**config.mk**
```make
export PLATFORM = sky130hd
export DESIGN_NAME = lzc_dec
export DESIGN_NICKNAME = d
export VERILOG_FILES = /design/src/rtl/lzc_pkg.sv /design/src/rtl/lzc_dec_core.sv /design/src/rtl/lzc_dec.sv
export SDC_FILE = /design/constraint.sdc
export NUM_CORES = 1
export LEC_CHECK = 0
export CAP_MARGIN = 25
export CELL_PAD_IN_SITES_DETAIL_PLACEMENT = 1
export CELL_PAD_IN_SITES_GLOBAL_PLACEMENT = 1
export CORE_MARGIN = 5
export CORE_UTILIZATION = 38
export DETAILED_ROUTE_END_ITERATION = 6
export GPL_TIMING_DRIVEN = 1
export PLACE_DENSITY = 0.83
export SYNTH_ARGS = -nofsm -noshare
export SYNTH_HDL_FRONTEND = slang
export SYNTH_HIERARCHICAL = 1
export SYNTH_SLANG_ARGS = --single-unit
```
**constraint.sdc**
```tcl
create_clock -name clk_i -period 1.6 [get_ports clk_i]
set_input_delay 0.32 -clock clk_i [delete_from_list [all_inputs] [get_ports clk_i]]
set_output_delay 0.32 -clock clk_i [all_outputs]
set_load 0.02 [all_outputs]
```
**src/rtl/lzc_pkg.sv**
```systemverilog
// Shared types for the trailing-zero-count decoder: output mode,
// decoded entry record and handshake FSM states.
package lzc_pkg;

    // Upper bound on the decoded vector width carried in an entry record.
    // Instances use the low WIDTH bits; the remaining bits are always zero.
    localparam int LZC_MAX_WIDTH = 32;

    typedef enum logic {
        MODE_ONEHOT = 1'b0,
        MODE_THERMO = 1'b1
    } lzc_mode_e;

    typedef struct packed {
        logic [LZC_MAX_WIDTH-1:0] vec;
        logic                     err;
    } lzc_entry_t;

    // Occupancy of the two-entry output buffer.
    typedef enum logic [1:0] {
        ST_EMPTY = 2'd0,
        ST_ONE   = 2'd1,
        ST_FULL  = 2'd2
    } lzc_state_e;

endpackage

```
**src/rtl/lzc_dec_core.sv**
```systemverilog
// Combinational decoder: turns a trailing-zero count into a one-hot or
// thermometer vector and flags out-of-range counts. WIDTH must not
// exceed LZC_MAX_WIDTH.
module lzc_dec_core
    import lzc_pkg::*;
#(
    parameter int WIDTH     = 4,
    parameter int CNT_WIDTH = $clog2(WIDTH)
) (
    input  logic [CNT_WIDTH-1:0] i_cnt,
    input  logic                 i_empty,
    input  lzc_mode_e            i_mode,
    output lzc_entry_t           o_entry
);

    // Decode count to vector; empty tokens and bad counts yield all zeros.
    always_comb begin
        // NOTE: assigning a default to every output first guarantees no
        // latch is inferred on paths that leave some bits unassigned.
        o_entry = '0;
        if (!i_empty) begin
            if (int'(i_cnt) >= WIDTH) begin
                o_entry.err = 1'b1;
            end else begin
                for (int i = 0; i < WIDTH; i++) begin
                    o_entry.vec[i] = (i_mode == MODE_ONEHOT) ? (i == int'(i_cnt))
                                                             : (i >= int'(i_cnt));
                end
            end
        end
    end

endmodule

```
**src/rtl/lzc_dec.sv**
```systemverilog
// Trailing-zero-count decoder with a two-entry (main + skid) output
// buffer. Tokens are decoded on capture and appear one cycle later;
// in_ready_o is a flop so out_ready_i never reaches it combinationally.
module lzc_dec
    import lzc_pkg::*;
#(
    parameter int WIDTH     = 4,
    parameter int CNT_WIDTH = $clog2(WIDTH)
) (
    input  logic                 clk_i,
    input  logic                 rst_i,
    input  logic                 in_valid_i,
    output logic                 in_ready_o,
    input  logic [CNT_WIDTH-1:0] cnt_i,
    input  logic                 empty_i,
    input  logic                 mode_i,
    output logic                 out_valid_o,
    input  logic                 out_ready_i,
    output logic [WIDTH-1:0]     vec_o,
    output logic                 err_o,
    output logic [7:0]           empty_cnt_o
);

    lzc_state_e r_state;
    lzc_state_e w_next_state;
    logic       r_in_ready;
    lzc_entry_t r_main;
    lzc_entry_t r_skid;
    lzc_entry_t w_dec;
    logic [7:0] r_empty_cnt;

    logic w_accept;
    logic w_deliver;
    logic w_load_main_in;
    logic w_load_main_skid;
    logic w_load_skid;

    lzc_dec_core #(
        .WIDTH     (WIDTH),
        .CNT_WIDTH (CNT_WIDTH)
    ) u_core (
        .i_cnt   (cnt_i),
        .i_empty (empty_i),
        .i_mode  (lzc_mode_e'(mode_i)),
        .o_entry (w_dec)
    );

    assign w_accept  = in_valid_i && r_in_ready;
    assign w_deliver = (r_state != ST_EMPTY) && out_ready_i;

    // Next occupancy and which entry register loads this cycle.
    always_comb begin
        w_next_state     = r_state;
        w_load_main_in   = 1'b0;
        w_load_main_skid = 1'b0;
        w_load_skid      = 1'b0;
        case (r_state)
            ST_EMPTY: begin
                if (w_accept) begin
                    w_next_state   = ST_ONE;
                    w_load_main_in = 1'b1;
                end
            end
            ST_ONE: begin
                if (w_accept && w_deliver) begin
                    w_load_main_in = 1'b1;
                end else if (w_accept) begin
                    w_next_state = ST_FULL;
                    w_load_skid  = 1'b1;
                end else if (w_deliver) begin
                    w_next_state = ST_EMPTY;
                end
            end
            ST_FULL: begin
                // in_ready_o is low here, so only the output side moves.
                if (w_deliver) begin
                    w_next_state     = ST_ONE;
                    w_load_main_skid = 1'b1;
                end
            end
            default: w_next_state = ST_EMPTY;
        endcase
    end

    // State register; ready is registered from the next occupancy.
    always_ff @(posedge clk_i) begin
        // NOTE: sequential state uses non-blocking assignments so every
        // flop samples pre-edge values regardless of statement order.
        if (rst_i) begin
            r_state    <= ST_EMPTY;
            r_in_ready <= 1'b1;
        end else begin
            r_state    <= w_next_state;
            r_in_ready <= (w_next_state != ST_FULL);
        end
    end

    // Entry registers: main feeds the outputs, skid parks a stalled token.
    always_ff @(posedge clk_i) begin
        // NOTE: the data entries are reset too, because the cleared
        // vec_o/err_o values are architecturally visible after reset.
        if (rst_i) begin
            r_main <= '0;
            r_skid <= '0;
        end else begin
            if (w_load_main_in) begin
                r_main <= w_dec;
            end else if (w_load_main_skid) begin
                r_main <= r_skid;
            end
            if (w_load_skid) begin
                r_skid <= w_dec;
            end
        end
    end

    // Saturating count of accepted empty tokens.
    always_ff @(posedge clk_i) begin
        if (rst_i) begin
            r_empty_cnt <= '0;
        end else if (w_accept && empty_i && (r_empty_cnt != 8'hFF)) begin
            r_empty_cnt <= r_empty_cnt + 8'd1;
        end
    end

    // Pad bits above WIDTH are constant zero and intentionally dropped.
    generate
        if (WIDTH < LZC_MAX_WIDTH) begin : g_pad
            logic w_unused_pad;
            assign w_unused_pad = ^r_main.vec[LZC_MAX_WIDTH-1:WIDTH];
        end
    endgenerate

    assign in_ready_o  = r_in_ready;
    assign out_valid_o = (r_state != ST_EMPTY);
    assign vec_o       = r_main.vec[WIDTH-1:0];
    assign err_o       = r_main.err;
    assign empty_cnt_o = r_empty_cnt;

endmodule

```
# --- Word level (Yosys, flattened, before mapping) ---
# Cells that the tools add are included.
word_totals:
  reg_bits: 19
  input_bits: 8
  out_inout_bits: 15
  wordCells: 45
classes:
  addsub: 1
  magnitude_cmp: 3
  eq_ne: 7
  mux: 20
  reduce_logical: 9
op_table:
  columns: ["cell", "count"]
  rows:
  - ["$mux 1", 10]
  - ["$mux 2", 5]
  - ["$mux 5", 2]
  - ["$add 8x1->8 const B", 1]
  - ["$ne 8x8->1 const B", 1]
  - ["$pmux 2 s3", 1]
  - ["$logic_and 1x1->1", 5]
  - ["$eq 2x2->1 const A", 2]
  - ["$ge 1x2->1 const A", 2]
  - ["$logic_not 2->1", 2]
  - ["$mux 4", 1]
  - ["$reduce_bool 2->1", 2]
  - ["$eq 1x2->1 const A", 1]
  - ["$eq 2x1->1 const B", 1]
  - ["$eq 2x2->1 const B", 1]
  - ["$ge 2x2->1 const A", 1]
  - ["$ne 2x2->1 const B", 1]
  - ["$pmux 1 s2", 1]

# --- Longest topological paths before layout ---
logic_depth:
  ltp_word: 7
  mapped_depth: 5
  ltp_nobuf: 5

# --- Cells and area by module ---
# The synthesis kept the hierarchy.
modules_own_cells:
  columns: ["mod", "instances", "cells_each", "area_each_um2", "seq_area_each_um2"]
  rows:
  - ["lzc_dec", 1, 96, 947.2, 420.4]
  - ["lzc_dec_core", 1, 37, 255.2, 0.0]

# --- Worst setup path before layout ---
# No wires, ideal clock.
synth_timing:
  path_type: "register to register"
  from: "register r_empty_cnt[0], in the netlist empty_cnt_o[0]"
  to: "register r_empty_cnt[1], in the netlist empty_cnt_o[1]"
  setup_ns: 0.128
  arrival_ns: 1.320
  t_required_ns: 1.472
  setup_slack_ns: 0.152
  path_stages_with_launch: 6
  n_path_buf: 0
  synth_period_minus_slack_ns: 1.448
  cell_sequence: "dfxtp_1 -> ha_1 -> nand3_1 -> o21ai_1 -> mux2i_1 -> nor2_1"
synth_via:
  elab_chain_cells: 2
  elab_cells_between_ends: 3
  cone_classes: "add/sub (1); eq/ne (1); reduce/logical (1)"
synth_lines:
  columns: ["element", "line_no", "source"]
  rows:
  - ["from (decl)", "lzc_dec.sv:30", "logic [7:0] r_empty_cnt;"]
  - ["from (signal assigned)", "lzc_dec.sv:122", "r_empty_cnt <= r_empty_cnt + 8'd1;"]
  - ["parallel branches: the longest is 2 deep, another holds $add 8x1->8", null, null]
# Several ways; the timed one is not identified.
# A chain may end at the register's enable or synchronous reset.

# --- Final worst setup path ---
layout_timing:
  from: "register r_state[0]"
  to: "output port out_valid_o"
layout_via:
  elab_chain_cells: 1
layout_lines:
  columns: ["element", "line_no", "source"]
  rows:
  - ["from (decl)", "lzc_dec.sv:24", "lzc_state_e r_state;"]
  - ["from (signal assigned)", "lzc_dec.sv:93", "r_state <= w_next_state;"]
  - ["$reduce_bool 2->1", "lzc_dec.sv:135", "assign out_valid_o = (r_state != ST_EMPTY);"]
  - ["to (decl)", "lzc_dec.sv:17", "output logic out_valid_o,"]
# Every way passes these cells.

==> qor.txt <==
Outcome = finished, final reports clean
CP Capture Type = output port
Met3 global-route usage = 0.0356
Clock slew seen by the registers of the worst setup and hold paths = 120 ps
Vias = 865
Critical path peak fanout = 2
# setup viols final = 0
Setup repair after global routing missed its margin = no
TritonCTS clock tree = built
Gpl congestion = 0.742
Placeable core region = 2480 um^2
Level count of the clock H-tree = 1
Largest net degree at the start of global routing = 14
Vert. Die Dim = 61.1 um
Setup skew after layout = 2.51 ps
Leakage Power = 0.621 nW
Routed wire length = 2390 um
Critical path data arrival time = 1170 ps
Reg2reg setup slack = 120 ps
First element of the critical path = r_state[0]$_SDFF_PP0_
IR Drop Worst-Case VDD = 0.498 mV
HPWL after detailed placement = 1840 um
Utilization after layout = 0.538
Clk_lat worst skew = 310 ps
Met2 Track Usage GR = 0.257
Final-report hold violation count = 0
GRT Resource Usage Total = 0.143
Number of CTS-inserted buffers = 3
Number of DRC markers in iteration 0 = 7
Number of warning messages in the yosys log = 6
Path category of the worst min-delay check = reg2reg
Via-to-Cell Ratio = 5.15
Syn Inst Count = 105
Net count of the finished layout = 148
Final count of pins violating max slew = 0
Layout filler cell count = 308
CTS Hold Bufs = 0
GR Util met1 = 0.166
Final non-filler cell area = 1330 um^2
Chip width = 61.1 um
Post-Synthesis Net Count = 114
Antenna violations before repair = 0
Area of the multi-input gates = 541 um^2
Start-to-end type of the worst setup path = reg2out
DRT Pass-1 Iters = 4
Top-level I/O count = 23
Maxcap violations = 0
Startpoint type of the worst setup path = flip-flop
F_max = 0.669 GHz
Syn-to-layout area delta = 34.4%
Global-route congestion overflow total = 0
Post-Synthesis Mean Instance Area = 9.45 um^2
Wire length of the first global-routing pass = 3980 um
Row count = 18
Port buffer count = 22
Residual DRC count = 0
Placement-stage cell area = 1320 um^2
Worst endpoint required time = 1280 ps
Routed wire length per instance = 14.2 um
Maximum buffer depth of the clock tree = 2
PD cells = 757 nW/um^2
Post-synthesis cell area = 992 um^2
Post-DRT Antenna Nets = 0
Overall die area = 3730 um^2
Tmin final = 1490 ps
Number of antenna repair diodes = 0
Share of the clock period used by the worst path = 0.934
Busiest metal layer after global routing = met2
Starting utilization of the core area = 0.401
Clock net sink count = 21
Vias in the first global route = 890
Share of post-route cells with drive strength above 1 = 0.181
Area taken by flip-flops and latches = 420 um^2
CTS Root Cell = sky130_fd_sc_hd__clkbuf_4
Worst R2R Start = empty_cnt_o[0]$_SDFFE_PP0P_
Source of the worst hold timing path = r_skid[1]$_SDFFE_PP0P_
[critical path, stage by stage (launching register included)]
cell,delay (ps)
sky130_fd_sc_hd__dfxtp_1,330
sky130_fd_sc_hd__or2_1,220
sky130_fd_sc_hd__dlygate4sd2_1,320
[layer usage]
layer  part of all wire  up-vias
met1               0.43      409
met5                  0        -
li1                   -      433
met2               0.50       20
met4              0.011        0
met3              0.053        3
[area by class of cell]
cell class	count	share of cell area
Multi-Input combinational cell	77	0.405
Inverter	3	0.00844
Timing Repair Buffer	33	0.222
Clock inverter	1	0.00375
Clock buffer	3	0.0169
Tap cell	30	0.0281
Sequential cell	21	0.315
[path summary, 6_finish.rpt]
path	depth (start not counted)	endpoint
setup reg to reg	6	empty_cnt_o[7]$_SDFFE_PP0P_
setup / recovery	2	out_valid_o
hold / removal	2	r_skid[1]$_SDFFE_PP0P_
hold reg to reg	2	r_skid[1]$_SDFFE_PP0P_
[where the power goes]
part	leakage, nW	total (W)	switching, W	internal [W]
clock	0.0177	0.000263	0.000169	0.0000934
sequential	0.171	0.000557	0.0000131	0.000544
combinational	0.432	0.000189	0.0000976	0.0000914
[cells in the final DEF (no fill, tap or decap), types with 2 or more instances in the layout]
master,instances
sky130_fd_sc_hd__nor2_1,25
sky130_fd_sc_hd__dfxtp_1,21
sky130_fd_sc_hd__dlygate4sd2_1,15
sky130_fd_sc_hd__buf_4,10
sky130_fd_sc_hd__mux2i_1,7
sky130_fd_sc_hd__clkdlybuf4s50_1,7
sky130_fd_sc_hd__xor2_1,5
sky130_fd_sc_hd__o221a_1,5
sky130_fd_sc_hd__nor3_1,4
sky130_fd_sc_hd__clkbuf_4,3
sky130_fd_sc_hd__and3_1,2
sky130_fd_sc_hd__inv_1,2
sky130_fd_sc_hd__a21oi_1,2
sky130_fd_sc_hd__and2_1,2
sky130_fd_sc_hd__a211oi_1,2
sky130_fd_sc_hd__o2111ai_1,2
[sequential cells by signal, summed over array words and instances, names as in the netlist]
name         flops
err_o            1
r_skid           5
in_ready_o       1
vec_o            4
empty_cnt_o      8
r_state          2
[repair_timing]
| action | 4_1_cts | 5_1_grt |
|---|---|---|
| endpoints found under the setup margin | 15 | 1 |
| setup buffers | 0 | 1 |
| pin swaps | 0 | 1 |
| gates resized for setup | 15 | 0 |
[per-stage QoR]
step,TNS (ps),hold WS [ps],worst slack [ps],power (W),cells
2_1_floorplan,0,452,152,0.000676,105
3_3_place_gp,-404,474,-59.1,0.000768,163
6_report,0,522,106,0.00101,168
3_5_place_dp,-553,494,-100,0.000774,163
4_1_cts,0,523,90.0,0.00103,167
5_1_grt,0,543,21.5,0.00107,168
Power figures use the tool's default switching activity.
